===== config.mk =====
export PLATFORM = sky130hd
export DESIGN_NAME = key_debouncer
export DESIGN_NICKNAME = d
export VERILOG_FILES = /design/src/rtl/key_debouncer.sv
export SDC_FILE = /design/constraint.sdc
export NUM_CORES = 1
export LEC_CHECK = 0
export ABC_AREA = 1
export ABC_CLOCK_PERIOD_IN_PS = 1800
export BUFFER_PORTS_ARGS = -buffer_cell sky130_fd_sc_hd__buf_4
export CAP_MARGIN = 20
export CORE_MARGIN = 2
export CORE_UTILIZATION = 39
export DETAILED_ROUTE_END_ITERATION = 8
export GPL_ROUTABILITY_DRIVEN = 0
export PLACE_DENSITY = 0.68
export SLEW_MARGIN = 20
export SYNTH_ARGS = -nofsm -noshare
export SYNTH_HDL_FRONTEND = slang
export SYNTH_SLANG_ARGS = --single-unit

===== constraint.sdc =====
create_clock -name CLOCK_50 -period 1.8 [get_ports CLOCK_50]
set_clock_uncertainty 0.2 [all_clocks]
set_input_delay 0.36 -clock CLOCK_50 [delete_from_list [all_inputs] [get_ports CLOCK_50]]
set_output_delay 0.36 -clock CLOCK_50 [all_outputs]
set_load 0.01 [all_outputs]

===== src/rtl/key_debouncer.sv =====
// Pushbutton conditioner: synchronizes a bouncy raw key, accepts press/release
// after a stable debounce window, and flags a single long-hold event per press.
module key_debouncer #(
    parameter int DEBOUNCE_CYCLES = 5000,
    parameter int LONG_CYCLES     = 25000000,
    parameter int ACTIVE_LOW      = 1
) (
    input  logic       CLOCK_50,
    input  logic       reset,
    input  logic       KEY_IN,
    output logic       key_level,
    output logic       press_pulse,
    output logic       release_pulse,
    output logic       long_pulse,
    output logic [7:0] press_count
);

    localparam int DB_W   = (DEBOUNCE_CYCLES > 2) ? $clog2(DEBOUNCE_CYCLES) : 1;
    localparam int HOLD_W = ($clog2(LONG_CYCLES) > 26) ? $clog2(LONG_CYCLES) : 26;
    localparam logic [DB_W-1:0]   DB_LAST    = DB_W'(DEBOUNCE_CYCLES - 1);
    localparam logic [HOLD_W-1:0] HOLD_LAST  = HOLD_W'(LONG_CYCLES - 1);
    localparam logic              IDLE_LEVEL = (ACTIVE_LOW != 0);

    typedef enum logic [1:0] {
        IDLE         = 2'd0,
        PRESS_WAIT   = 2'd1,
        PRESSED      = 2'd2,
        RELEASE_WAIT = 2'd3
    } state_t;

    state_t              state, state_next;
    logic                s1, s2, btn;
    logic [DB_W-1:0]     db_cnt, db_next;
    logic [HOLD_W-1:0]   hold_cnt, hold_next;
    logic                long_fired, fired_next;
    logic                level_next, press_next, release_next, long_next;
    logic [7:0]          count_next;

    // Raw key is only ever observed through s2.
    assign btn = s2 ^ IDLE_LEVEL;

    always_ff @(posedge CLOCK_50) begin
        if (reset) begin
            s1            <= IDLE_LEVEL;
            s2            <= IDLE_LEVEL;
            state         <= IDLE;
            db_cnt        <= '0;
            hold_cnt      <= '0;
            long_fired    <= 1'b0;
            key_level     <= 1'b0;
            press_pulse   <= 1'b0;
            release_pulse <= 1'b0;
            long_pulse    <= 1'b0;
            press_count   <= 8'd0;
        end else begin
            s1            <= KEY_IN;
            s2            <= s1;
            state         <= state_next;
            db_cnt        <= db_next;
            hold_cnt      <= hold_next;
            long_fired    <= fired_next;
            key_level     <= level_next;
            press_pulse   <= press_next;
            release_pulse <= release_next;
            long_pulse    <= long_next;
            press_count   <= count_next;
        end
    end

    always_comb begin
        state_next   = state;
        db_next      = db_cnt;
        hold_next    = hold_cnt;
        fired_next   = long_fired;
        press_next   = 1'b0;
        release_next = 1'b0;
        long_next    = 1'b0;
        count_next   = press_count;

        case (state)
            IDLE: begin
                if (btn) begin
                    state_next = PRESS_WAIT;
                    db_next    = '0;
                end
            end
            PRESS_WAIT: begin
                if (!btn) begin
                    state_next = IDLE;
                    db_next    = '0;
                end else if (db_cnt == DB_LAST) begin
                    state_next = PRESSED;
                    press_next = 1'b1;
                    count_next = press_count + 8'd1;
                    hold_next  = '0;
                    fired_next = 1'b0;
                end else begin
                    db_next = db_cnt + 1'b1;
                end
            end
            PRESSED: begin
                if (btn) begin
                    // Hold counter saturates; the fired flag keeps the event single-shot.
                    if (hold_cnt != HOLD_LAST) begin
                        hold_next = hold_cnt + 1'b1;
                    end else if (!long_fired) begin
                        long_next  = 1'b1;
                        fired_next = 1'b1;
                    end
                end else begin
                    state_next = RELEASE_WAIT;
                    db_next    = '0;
                end
            end
            RELEASE_WAIT: begin
                if (btn) begin
                    state_next = PRESSED;
                end else if (db_cnt == DB_LAST) begin
                    state_next   = IDLE;
                    release_next = 1'b1;
                    hold_next    = '0;
                    fired_next   = 1'b0;
                    db_next      = '0;
                end else begin
                    db_next = db_cnt + 1'b1;
                end
            end
            default: state_next = IDLE;
        endcase

        level_next = (state_next == PRESSED) || (state_next == RELEASE_WAIT);
    end

endmodule


==> qor.yml, run 1 <==
status:
  status: "finished with violations"
  violations: "negative setup slack"
timing:
  period_share_pct: 106
  fmax_mhz: 527
  period_needed_ns: 1.90
  setup_viol: 30
  maxSlewHeadroom_pct: 75.6
  tightest_slew_ns: 0.364
  tns_ns: -1.13
  rsz0062_at_grt: "yes"
  drv_slew: 0
  fin_ws_ns: -0.0991
  timing.hold.ws_ns: 0.0201
  final-hold-violation-count: 0
global_route:
  grt_pass1_vias: 3698
  grt_overflow: 0
  grt_util_all_layers_pct: 20.0
  grt_pass1_wl_mm: 16.7
  grt_max_degree: 23
  antenna_found_initial: 0
logic_synthesis:
  synth_xor_area_share_pct: 2.39
  synth_edf_count: 0
  ys_types: 41
  yosysTopAreaCellShare_pct: 30.5
  syn_area_per_cell_um2: 6.45
  synthFlopType: "dfxtp_1"
  syn_inst: 569
  syn_nets: 575
  synth_area_leaders: "dfxtp_1 31%, nand2_1 13%, nor2_1 12%"
  synth_compound_gate_area_share_pct: 10.5
  ys_seq_area_share_pct: 30.5
  synth_adder_area_share_pct: 1.02
  synth_top_family_by_area: "simple AND/OR/NAND/NOR gates"
  synthArstFlopShare_pct: 0
  synth_top_area_cell: "dfxtp_1"
  synthSimpleGateAreaFrac_pct: 46.4
  synthMuxAreaShare_pct: 0
  ys_ff_latch: 56
  syn_area_um2: 3670
  ys_warn_count: 0
critical_path:
  r2r_start: "hold_cnt[1]"
  path_max_fanout: 7
  crit_path_start: "hold_cnt[1]"
  endpoint: "hold_cnt[17]"
  r2r_slack_ns: -0.1
  critPathKind: "flop to flop"
  reg2reg_to: "hold_cnt[17]"
  cp_data_arrival_time_ns: 1.96
  rr_worst_depth: 11
  worstSetupEndpointType: "flop"
  critPathLaunchType: "flop"
  crit_required_ns: 1.86
die:
  die_x_um: 101
  fp.dieArea_um2: 10200
  chipHeight_um: 101
  coreArea_um2: 9200
  start_util_pct: 39.9
  io_pins: 15
  rows: 35
layout:
  fillCellCount: 854
  final_layout_size_suffix_gt1_share_pct: 39.8
  layout.area.seq_um2: 1150
  final_cell_mix: "118 x nand2_1, 88 x nor2_1, 81 x buf_4, 44 x inv_1, 40 x nand3_1"
  multiInputGateArea_um2: 2560
  fin_nets: 656
  postLayoutCoreUtil_pct: 53.2
  final_common_cell: "nand2_1"
  synthToLayoutAreaGrowth_pct: 33.4
  n_antenna_cell: 0
cts:
  clkTransAtPathRegs_ns: 0.13
  htreeDepth: 2
  clock_latency_ns: 0.33
  cts_buffer_depth: 2
  cts_tree: "built"
  cts_sinks: 56
  cts_buffers: 5
  clockRootBuffer: "clkbuf_8"
placement:
  io_buffers: 14
  dp_slack_ns: -0.129
  place_hpwl_mm: 6.96
power:
  seqPwrFrac_pct: 57.7
  clkPwrFrac_pct: 36.2
  leakagePower_nw: 1.84
  p_comb_share_pct: 6.1
  power_density_nw_per_um2: 443
  internal_power_mw: 1.59
  switching_power_mw: 0.576
  ir_worst_vdd_v: 0.000446
  p_sw_share_pct: 26.6
routing:
  vias: 3956
  dr.pass1.iters: 5
  avgRoutedWirePerCell_um: 13.7
  route.detailed.drc: 0
  drt_iter0_drc: 346
  drt_wl_total_mm: 10.4
  ant_nets: 0
  via_per_inst: 5.19
hold_path:
  hold_path_class: "input port to flop"
run:
  max_cap_violations: 0
[power groups by stage]
| stage | Combinational (mW) | Sequential, mW | Clock, mW |
|---|---|---|---|
| after floorplan | 0.0674 | 1.28 | 0 |
| after global placement | 0.0945 | 1.28 | 0 |
| after detailed placement | 0.0970 | 1.28 | 0 |
| after CTS | 0.115 | 1.25 | 0.794 |
| after global routing | 0.142 | 1.25 | 0.855 |
| final | 0.132 | 1.25 | 0.785 |
[how the worst min path moves through the flow]
| stage | startpoint | to | slack (ns) | depth (start not counted) |
|---|---|---|---|---|
| 5_1_grt | KEY_IN | s1 | 0.01 | 2 |
| 3_5_place_dp | s1 | s2 | 0.20 | 1 |
| 2_1_floorplan | s1 | s2 | 0.19 | 1 |
| 4_1_cts | KEY_IN | s1 | 0.03 | 2 |
| 6_report | KEY_IN | s1 | 0.02 | 2 |
| 3_3_place_gp | s1 | s2 | 0.19 | 1 |
[final cells by class]
| class | instances | share of cell area (%) |
|---|---|---|
| tap | 111 | 2.84 |
| timing repair buffer | 88 | 14.7 |
| sequential | 56 | 23.4 |
| multi-input combinational | 442 | 52.4 |
| inverter | 56 | 4.50 |
| clock buffer | 5 | 1.41 |
| timing repair inverter | 1 | 0.128 |
| clock inverter | 3 | 0.588 |
[Yosys cell counts (4+ instances only)]
cell and n:
nor2_2 10, buf_2 5, dfxtp_1 56, inv_2 9, nor2_1 113, nand3_2 8, a21oi_1 19, nand2_2 22
nor3_1 10, o21ai_0 15, xor2_1 5, nand3_1 50, o21ai_1 7, nand2_1 125, nand4_1 10, inv_1 47
a21oi_2 15, clkbuf_1 4, xnor2_1 5
[worst max-delay path: stages, from the launching register on]
cell and delay [ns]:
dfxtp_2 0.38, ha_4 0.15, nand2_4 0.06, nor2_4 0.17
nand3_2 0.08, nor2_2 0.10, nand3_2 0.12, nand4_4 0.14
buf_12 0.14, buf_12 0.13, nand2_2 0.05, a21oi_2 0.12
[state kept, by name, summed over array words and instances (netlist names)]
signal         count
hold_cnt          26
db_cnt            13
press_count        8
state              2
key_level          1
long_fired         1
long_pulse         1
press_pulse        1
release_pulse      1
s1                 1
s2                 1
[stage by stage]
step                      total power [mW]  instances  instance area [µm²]
after CTS                             2.16        754                 4590
after global routing                  2.25        762                 4900
after detailed placement              1.37        736                 4250
final                                 2.17        762                 4900
after floorplan                       1.34        569                 3670
after global placement                1.37        736                 4250
[kinds of logic (layout without fill, tap and decap cells)]
| kind of cell | after synthesis | after routing |
|---|---|---|
| and+or+nand+nor | 366 | 368 |
| DFF | 56 | 56 |
| adders and majority gates | 3 | 3 |
| AOI/OAI and AO/OA | 61 | 61 |
| buffers and inverters | 73 | 153 |
| xor gates and xnor gates | 10 | 10 |
[per-layer routing]
layer | vias up | routed length, µm | GRT usage [%]
li1 | 1976 | - | -
met5 | - | 0 | 0
met3 | 16 | 589 | 2.70
met4 | 0 | 171 | 5.09
met1 | 1828 | 4610 | 26.7
met2 | 136 | 5040 | 33.9
[repair_timing]
action                     in CTS  in global routing
setup buffers                   8                  7
resized for setup              39                 78
hold buffers                    0                  0
hold endpoints to repair        0                  0
pin swaps                       7                 19
cloned                          2                  2
setup endpoints to repair      44                 51
Note: power is estimated with default switching activity, not from simulation.
==> run 2: changes to the inputs <==
--- a/config.mk
+++ b/config.mk
@@ -14,6 +14,7 @@
 export DETAILED_ROUTE_END_ITERATION = 8
 export GPL_ROUTABILITY_DRIVEN = 0
 export PLACE_DENSITY = 0.68
+export RECOVER_POWER = 50
 export SLEW_MARGIN = 20
 export SYNTH_ARGS = -nofsm -noshare
 export SYNTH_HDL_FRONTEND = slang
==> run 2 against run 1 <==
Against the previous run:
- the run still ends with negative setup slack left
- sequential share of layout area rose by 0.18 points
- critical path depth did not move
- total power fell by 0.15%
- die area did not move
- final cell count did not move
- hold slack improved by 0.0075 ns
- combinational power barely moved
- register-to-register slack barely moved
- wire length fell by 0.15%
- maximum frequency barely moved
- critical endpoint unchanged
- largest cell class unchanged
==> qor.yml, run 2 (same netlist as run 1, synthesis figures left out) <==
timing:
  fin_ws_ns: -0.0988  # +0.000359 ns
  drv_slew: 0  # unchanged
  maxSlewHeadroom_pct: 76.6  # +1.0 points
  tightest_slew_ns: 0.348  # -0.0154 ns
  period_share_pct: 105  # about the same
  rsz0062_at_grt: "yes"
  setup_viol: 31  # +3.3%
  period_needed_ns: 1.90  # -0.000359 ns
  tns_ns: -1.12  # +0.00722 ns
  timing.hold.ws_ns: 0.0276  # +0.00749 ns
  final-hold-violation-count: 0  # unchanged
  fmax_mhz: 527  # about the same
die:
  start_util_pct: 39.9  # unchanged
  io_pins: 15  # unchanged
  fp.dieArea_um2: 10200  # unchanged
  chipHeight_um: 101  # unchanged
  die_x_um: 101  # unchanged
  coreArea_um2: 9200  # unchanged
  rows: 35  # unchanged
cts:
  clock_latency_ns: 0.32  # about the same
  htreeDepth: 2  # unchanged
  cts_tree: "built"
  cts_buffers: 5  # unchanged
  cts_sinks: 56  # unchanged
  clockRootBuffer: "clkbuf_8"
  cts_buffer_depth: 2  # unchanged
  clkTransAtPathRegs_ns: 0.12  # about the same
global_route:
  grt_overflow: 0  # unchanged
  grt_pass1_vias: 3698  # unchanged
  grt_util_all_layers_pct: 20.0  # unchanged
  antenna_found_initial: 0  # unchanged
  grt_max_degree: 23  # unchanged
  grt_pass1_wl_mm: 16.7  # unchanged
layout:
  final_layout_size_suffix_gt1_share_pct: 38.2  # -1.5 points
  largest_reg_flops: 26  # unchanged
  largestRegisters: "hold_cnt (26), db_cnt (13), press_count (8)"
  final_area_um2: 4860  # -0.77%
  final_cell_mix: "118 x nand2_1, 88 x nor2_1, 71 x buf_4, 44 x inv_1, 40 x nand3_1"
  synthToLayoutAreaGrowth_pct: 32.4
  largest_register: "hold_cnt"
  n_antenna_cell: 0  # unchanged
  fin_nets: 656  # unchanged
  final_common_cell: "nand2_1"
placement:
  place_area_um2: 4250  # unchanged
  dp_slack_ns: -0.129  # unchanged
  io_buffers: 14  # unchanged
  place_hpwl_mm: 6.96  # unchanged
routing:
  route.detailed.drc: 0  # unchanged
  drt_iter0_drc: 343  # -0.87%
  dr_wl_met3_um: 594  # +0.85%
  avgRoutedWirePerCell_um: 13.6  # -0.15%
  met2_wirelength_mm: 5.07  # +0.73%
  top_layer: "met4"
  wl_met1_mm: 4.57  # -0.95%
  ant_nets: 0  # unchanged
  dr.pass1.iters: 5  # unchanged
  drt_wl_total_mm: 10.4  # -0.15%
  via_per_inst: 5.21  # +0.33%
  vias: 3969  # +0.33%
critical_path:
  cp_data_arrival_time_ns: 1.96  # about the same
  critPathKind: "flop to flop"
  worstSetupEndpointType: "flop"
  critPathLaunchType: "flop"
  crit_required_ns: 1.86  # about the same
  path_max_fanout: 7  # unchanged
hold_path:
  hold_path_class: "input port to flop"
power:
  leakagePower_nw: 1.80  # -2.3%
  power_density_nw_per_um2: 445  # +0.62%
  ir_worst_vdd_v: 0.000440  # -1.3%
status:
  status: "finished with violations"
  violations: "negative setup slack"
run:
  max_cap_violations: 0  # unchanged
run 2: cell types whose count changed in the layout (fill, tap and decap cells not counted), sizes merged:
cell and change:
clkbuf +10, buf -10
run 2: metrics by stage:
stage / utilization [%] / instances / power [mW]
after floorplan: - / 569 / 1.34
after global placement: 46.2 / 736 / 1.37
after detailed placement: 46.2 / 736 / 1.37
after CTS: 49.9 / 754 / 2.16
after global routing: 52.8 / 762 / 2.25
final: 52.8 / 762 / 2.16
run 2: repair_timing:
action / in CTS / in global routing
pin swaps: 7 / 19
buffers inserted: 8 / 7
hold buffers: 0 / 0
endpoints found under the setup margin: 44 / 51
gates cloned: 2 / 2
resized for setup: 39 / 78
run 2: area by class of cell:
type                            count  area, µm²
Timing Repair Buffer               88        684
Timing Repair inverter              1       6.26
Sequential cell                    56       1150
Fill cell                         863       4340
Clock buffer                        5       68.8
Tap cell                          111        139
Multi-Input combinational cell    442       2560
Inverter                           56        220
Clock inverter                      3       28.8
run 2: where the power goes:
| group | switching, mW | internal, mW | leakage (nW) |
|---|---|---|---|
| Sequential | 0.00566 | 1.24 | 0.462 |
| Clock | 0.485 | 0.296 | 0.0511 |
| Combinational | 0.0821 | 0.0504 | 1.28 |
| Total | 0.573 | 1.59 | 1.80 |
run 2: worst max-delay path, stage by stage, from the launching register on:
cell	delay, ns
dfxtp_2	0.38
ha_4	0.15
nand2_4	0.06
nor2_4	0.17
nand3_2	0.08
nor2_2	0.10
nand3_2	0.12
nand4_4	0.14
buf_12	0.14
buf_12	0.13
nand2_2	0.05
a21oi_2	0.12
run 2: final timing paths:
kind / startpoint / endpoint / slack, ns / cells past startpoint
setup / recovery: hold_cnt[1] / hold_cnt[17] / -0.1 / 11
hold / removal: KEY_IN / s1 / 0.03 / 2
setup reg to reg: hold_cnt[1] / hold_cnt[17] / -0.1 / 11
hold reg to reg: s1 / s2 / 0.22 / 1
run 2: layer usage:
metal  track usage (%)  up-vias
li1                  -     1978
met1              26.7     1830
met2              33.9      145
met3              2.70       16
met4              5.09        0
met5                 0        -
==> run 3: changes to the inputs <==
--- a/config.mk
+++ b/config.mk
@@ -9,11 +9,9 @@
 export ABC_CLOCK_PERIOD_IN_PS = 1800
 export BUFFER_PORTS_ARGS = -buffer_cell sky130_fd_sc_hd__buf_4
 export CAP_MARGIN = 20
-export CORE_MARGIN = 2
 export CORE_UTILIZATION = 39
 export DETAILED_ROUTE_END_ITERATION = 8
 export GPL_ROUTABILITY_DRIVEN = 0
-export PLACE_DENSITY = 0.68
 export RECOVER_POWER = 50
 export SLEW_MARGIN = 20
 export SYNTH_ARGS = -nofsm -noshare
==> run 3 against run 2 <==
Against the previous run:
- critical endpoint is now hold_cnt[9]
- final area is 4.2% lower
- the run still ends with negative setup slack left
- count of clock-buffer cells in the layout unchanged
- wire length is 3.3% lower
- non-clock buffer count decreased by 14
==> qor.yml, run 3 (same netlist as run 1, synthesis figures left out) <==
layout:
  postLayoutCoreUtil_pct: 50.6  # -2.2 points
  synthToLayoutAreaGrowth_pct: 26.9
  n_antenna_cell: 0  # unchanged
  fin_nets: 639  # -2.6%
  stdcell_count: 745  # -2.2%
  largestRegisters: "hold_cnt (26), db_cnt (13), press_count (8)"
  multiInputGateArea_um2: 2480  # -3.2%
  fillCellCount: 944  # +9.4%
  final_layout_size_suffix_gt1_share_pct: 33.0  # -5.3 points
  final_common_cell: "nand2_1"
  final_cell_mix: "121 x nand2_1, 95 x nor2_1, 58 x buf_4, 47 x nand3_1, 44 x inv_1"
  largest_reg_flops: 26  # unchanged
  layout.area.seq_um2: 1140  # -0.55%
  final_area_um2: 4660  # -4.2%
  largest_register: "hold_cnt"
placement:
  dp_cells: 732  # -0.54%
  place_hpwl_mm: 7.16  # +2.9%
  place_area_um2: 4230  # -0.41%
  dp_slack_ns: -0.135  # -0.00563 ns
  io_buffers: 14  # unchanged
timing:
  maxSlewHeadroom_pct: 76.8  # +0.15 points
  timing.hold.ws_ns: 0.0226  # -0.00494 ns
  rsz0062_at_grt: "yes"
  period_share_pct: 103  # -2.5 points
  tns_ns: -0.413  # +0.706 ns
  fmax_mhz: 539  # +2.4%
  fin_ws_ns: -0.0537  # +0.0451 ns
  tightest_slew_ns: 0.349  # +0.000434 ns
  drv_slew: 0  # unchanged
  period_needed_ns: 1.85  # -0.0451 ns
  setup_viol: 21  # -32%
  final-hold-violation-count: 0  # unchanged
die:
  start_util_pct: 39.9  # unchanged
  fp.dieArea_um2: 9800  # -3.9%
  chipHeight_um: 99.0  # -2.0%
  rows: 35  # unchanged
  coreArea_um2: 9200  # unchanged
  die_x_um: 99.0  # -2.0%
  io_pins: 15  # unchanged
critical_path:
  cp_cell_sequence: "ha_4 > nand2_4 > nor2_4 > nand3_2 > nor2_2 > nand3_2 > nand4_4 > buf_8 > nand2_2 > a21oi_2"
  cp_data_arrival_time_ns: 1.90  # -0.06 ns
  crit_path_frequent_cell: "nand3_2"
  rr_worst_depth: 10  # -1
  critPathKind: "flop to flop"
  cpLargestDelayFamily: "simple AND/OR/NAND/NOR gates"
  crit_path_max_incr_delay_ns: 0.38  # about the same
  critPathLaunchType: "flop"
  worstSetupEndpointType: "flop"
  path_max_fanout: 7  # unchanged
  crit_buf_inv: 1  # -1
  r2r_start: "hold_cnt[0]"
  slowest_stage: "dfxtp_2"
  crit_required_ns: 1.85  # about the same
  reg2reg_to: "hold_cnt[9]"
  r2r_slack_ns: -0.05  # +0.05 ns
  cp.depth: 10  # -1
  crit_path_start: "hold_cnt[0]"
  endpoint: "hold_cnt[9]"
status:
  status: "finished with violations"
  violations: "negative setup slack"
routing:
  ant_nets: 0  # unchanged
  drt_iter0_drc: 162  # -53%
  avgRoutedWirePerCell_um: 13.5  # -1.1%
  dr.pass1.iters: 4  # -1
  vias: 3816  # -3.9%
  drt_wl_total_mm: 10.1  # -3.3%
  via_per_inst: 5.12  # -1.7%
  route.detailed.drc: 0  # unchanged
global_route:
  grt_pass1_vias: 3694  # -0.11%
  grt_util_all_layers_pct: 21.2  # +1.2 points
  grt_overflow: 0  # unchanged
  antenna_found_initial: 0  # unchanged
  grt_pass1_wl_mm: 16.9  # +1.2%
  grt_max_degree: 23  # unchanged
power:
  power_density_nw_per_um2: 485  # +8.9%
  leakagePower_nw: 1.68  # -6.4%
  p_total_mw: 2.26  # +4.4%
  ir_worst_vdd_v: 0.000342  # -22%
cts:
  clockRootBuffer: "clkbuf_8"
  htreeDepth: 2  # unchanged
  clock_latency_ns: 0.32  # about the same
  clkTransAtPathRegs_ns: 0.11  # about the same
  cts_sinks: 56  # unchanged
  cts_buffer_depth: 2  # unchanged
  cts_tree: "built"
  cts_buffers: 5  # unchanged
hold_path:
  hold_path_class: "input port to flop"
run:
  max_cap_violations: 0  # unchanged
==> run 3: cell types whose count changed in the layout (fill, tap and decap cells not counted), sizes merged <==
cell	change
buf	-14
inv	-4
bufinv	+1
clkinv	+2
nand2	-1
nand4	-1
==> run 3: worst min-delay path by stage <==
stage / start / endpoint / slack, ns / cells after the start
after floorplan: s1 / s2 / 0.19 / 1
after global placement: s1 / s2 / 0.19 / 1
after detailed placement: s1 / s2 / 0.21 / 1
after CTS: KEY_IN / s1 / 0.02 / 2
after global routing: KEY_IN / s1 / 0.0006 / 2
final: KEY_IN / s1 / 0.02 / 2
==> run 3: power breakdown <==
| part | internal [mW] | switching (mW) | leakage (nW) | total (mW) |
|---|---|---|---|---|
| registers | 1.24 | 0.00622 | 0.459 | 1.25 |
| logic | 0.0461 | 0.0790 | 1.16 | 0.125 |
| clock network | 0.421 | 0.462 | 0.0583 | 0.883 |
==> run 3: layout make-up <==
| cell class | instances | area share, % |
|---|---|---|
| Clock buffer | 5 | 1.48 |
| Tap cell | 111 | 2.98 |
| Timing Repair Buffer | 74 | 12.1 |
| Inverter | 56 | 4.62 |
| Multi-Input combinational cell | 440 | 53.3 |
| Clock inverter | 3 | 1.02 |
| Sequential cell | 56 | 24.5 |
==> run 3: what timing repair did <==
action	CTS	global route
setup buffers	3	2
hold buffers	0	0
gates resized for setup	37	52
setup endpoints to repair	40	47
pin swaps	10	6
==> run 3: routing by layer <==
metal	vias to the layer above	share of wire (%)	global-route usage, %
met1	1767	44	26.8
li1	1944	-	-
met3	16	4.7	3.05
met4	0	1.5	6.77
met2	89	50	37.0
met5	-	0	0
==> run 3: worst reg2reg max path: stages (launching register included) <==
cell     delay (ns)
dfxtp_2        0.38
ha_4           0.15
nand2_4        0.06
nor2_4         0.16
nand3_2        0.09
nor2_2         0.12
nand3_2        0.09
nand4_4        0.19
buf_8          0.18
nand2_2        0.06
a21oi_2        0.12
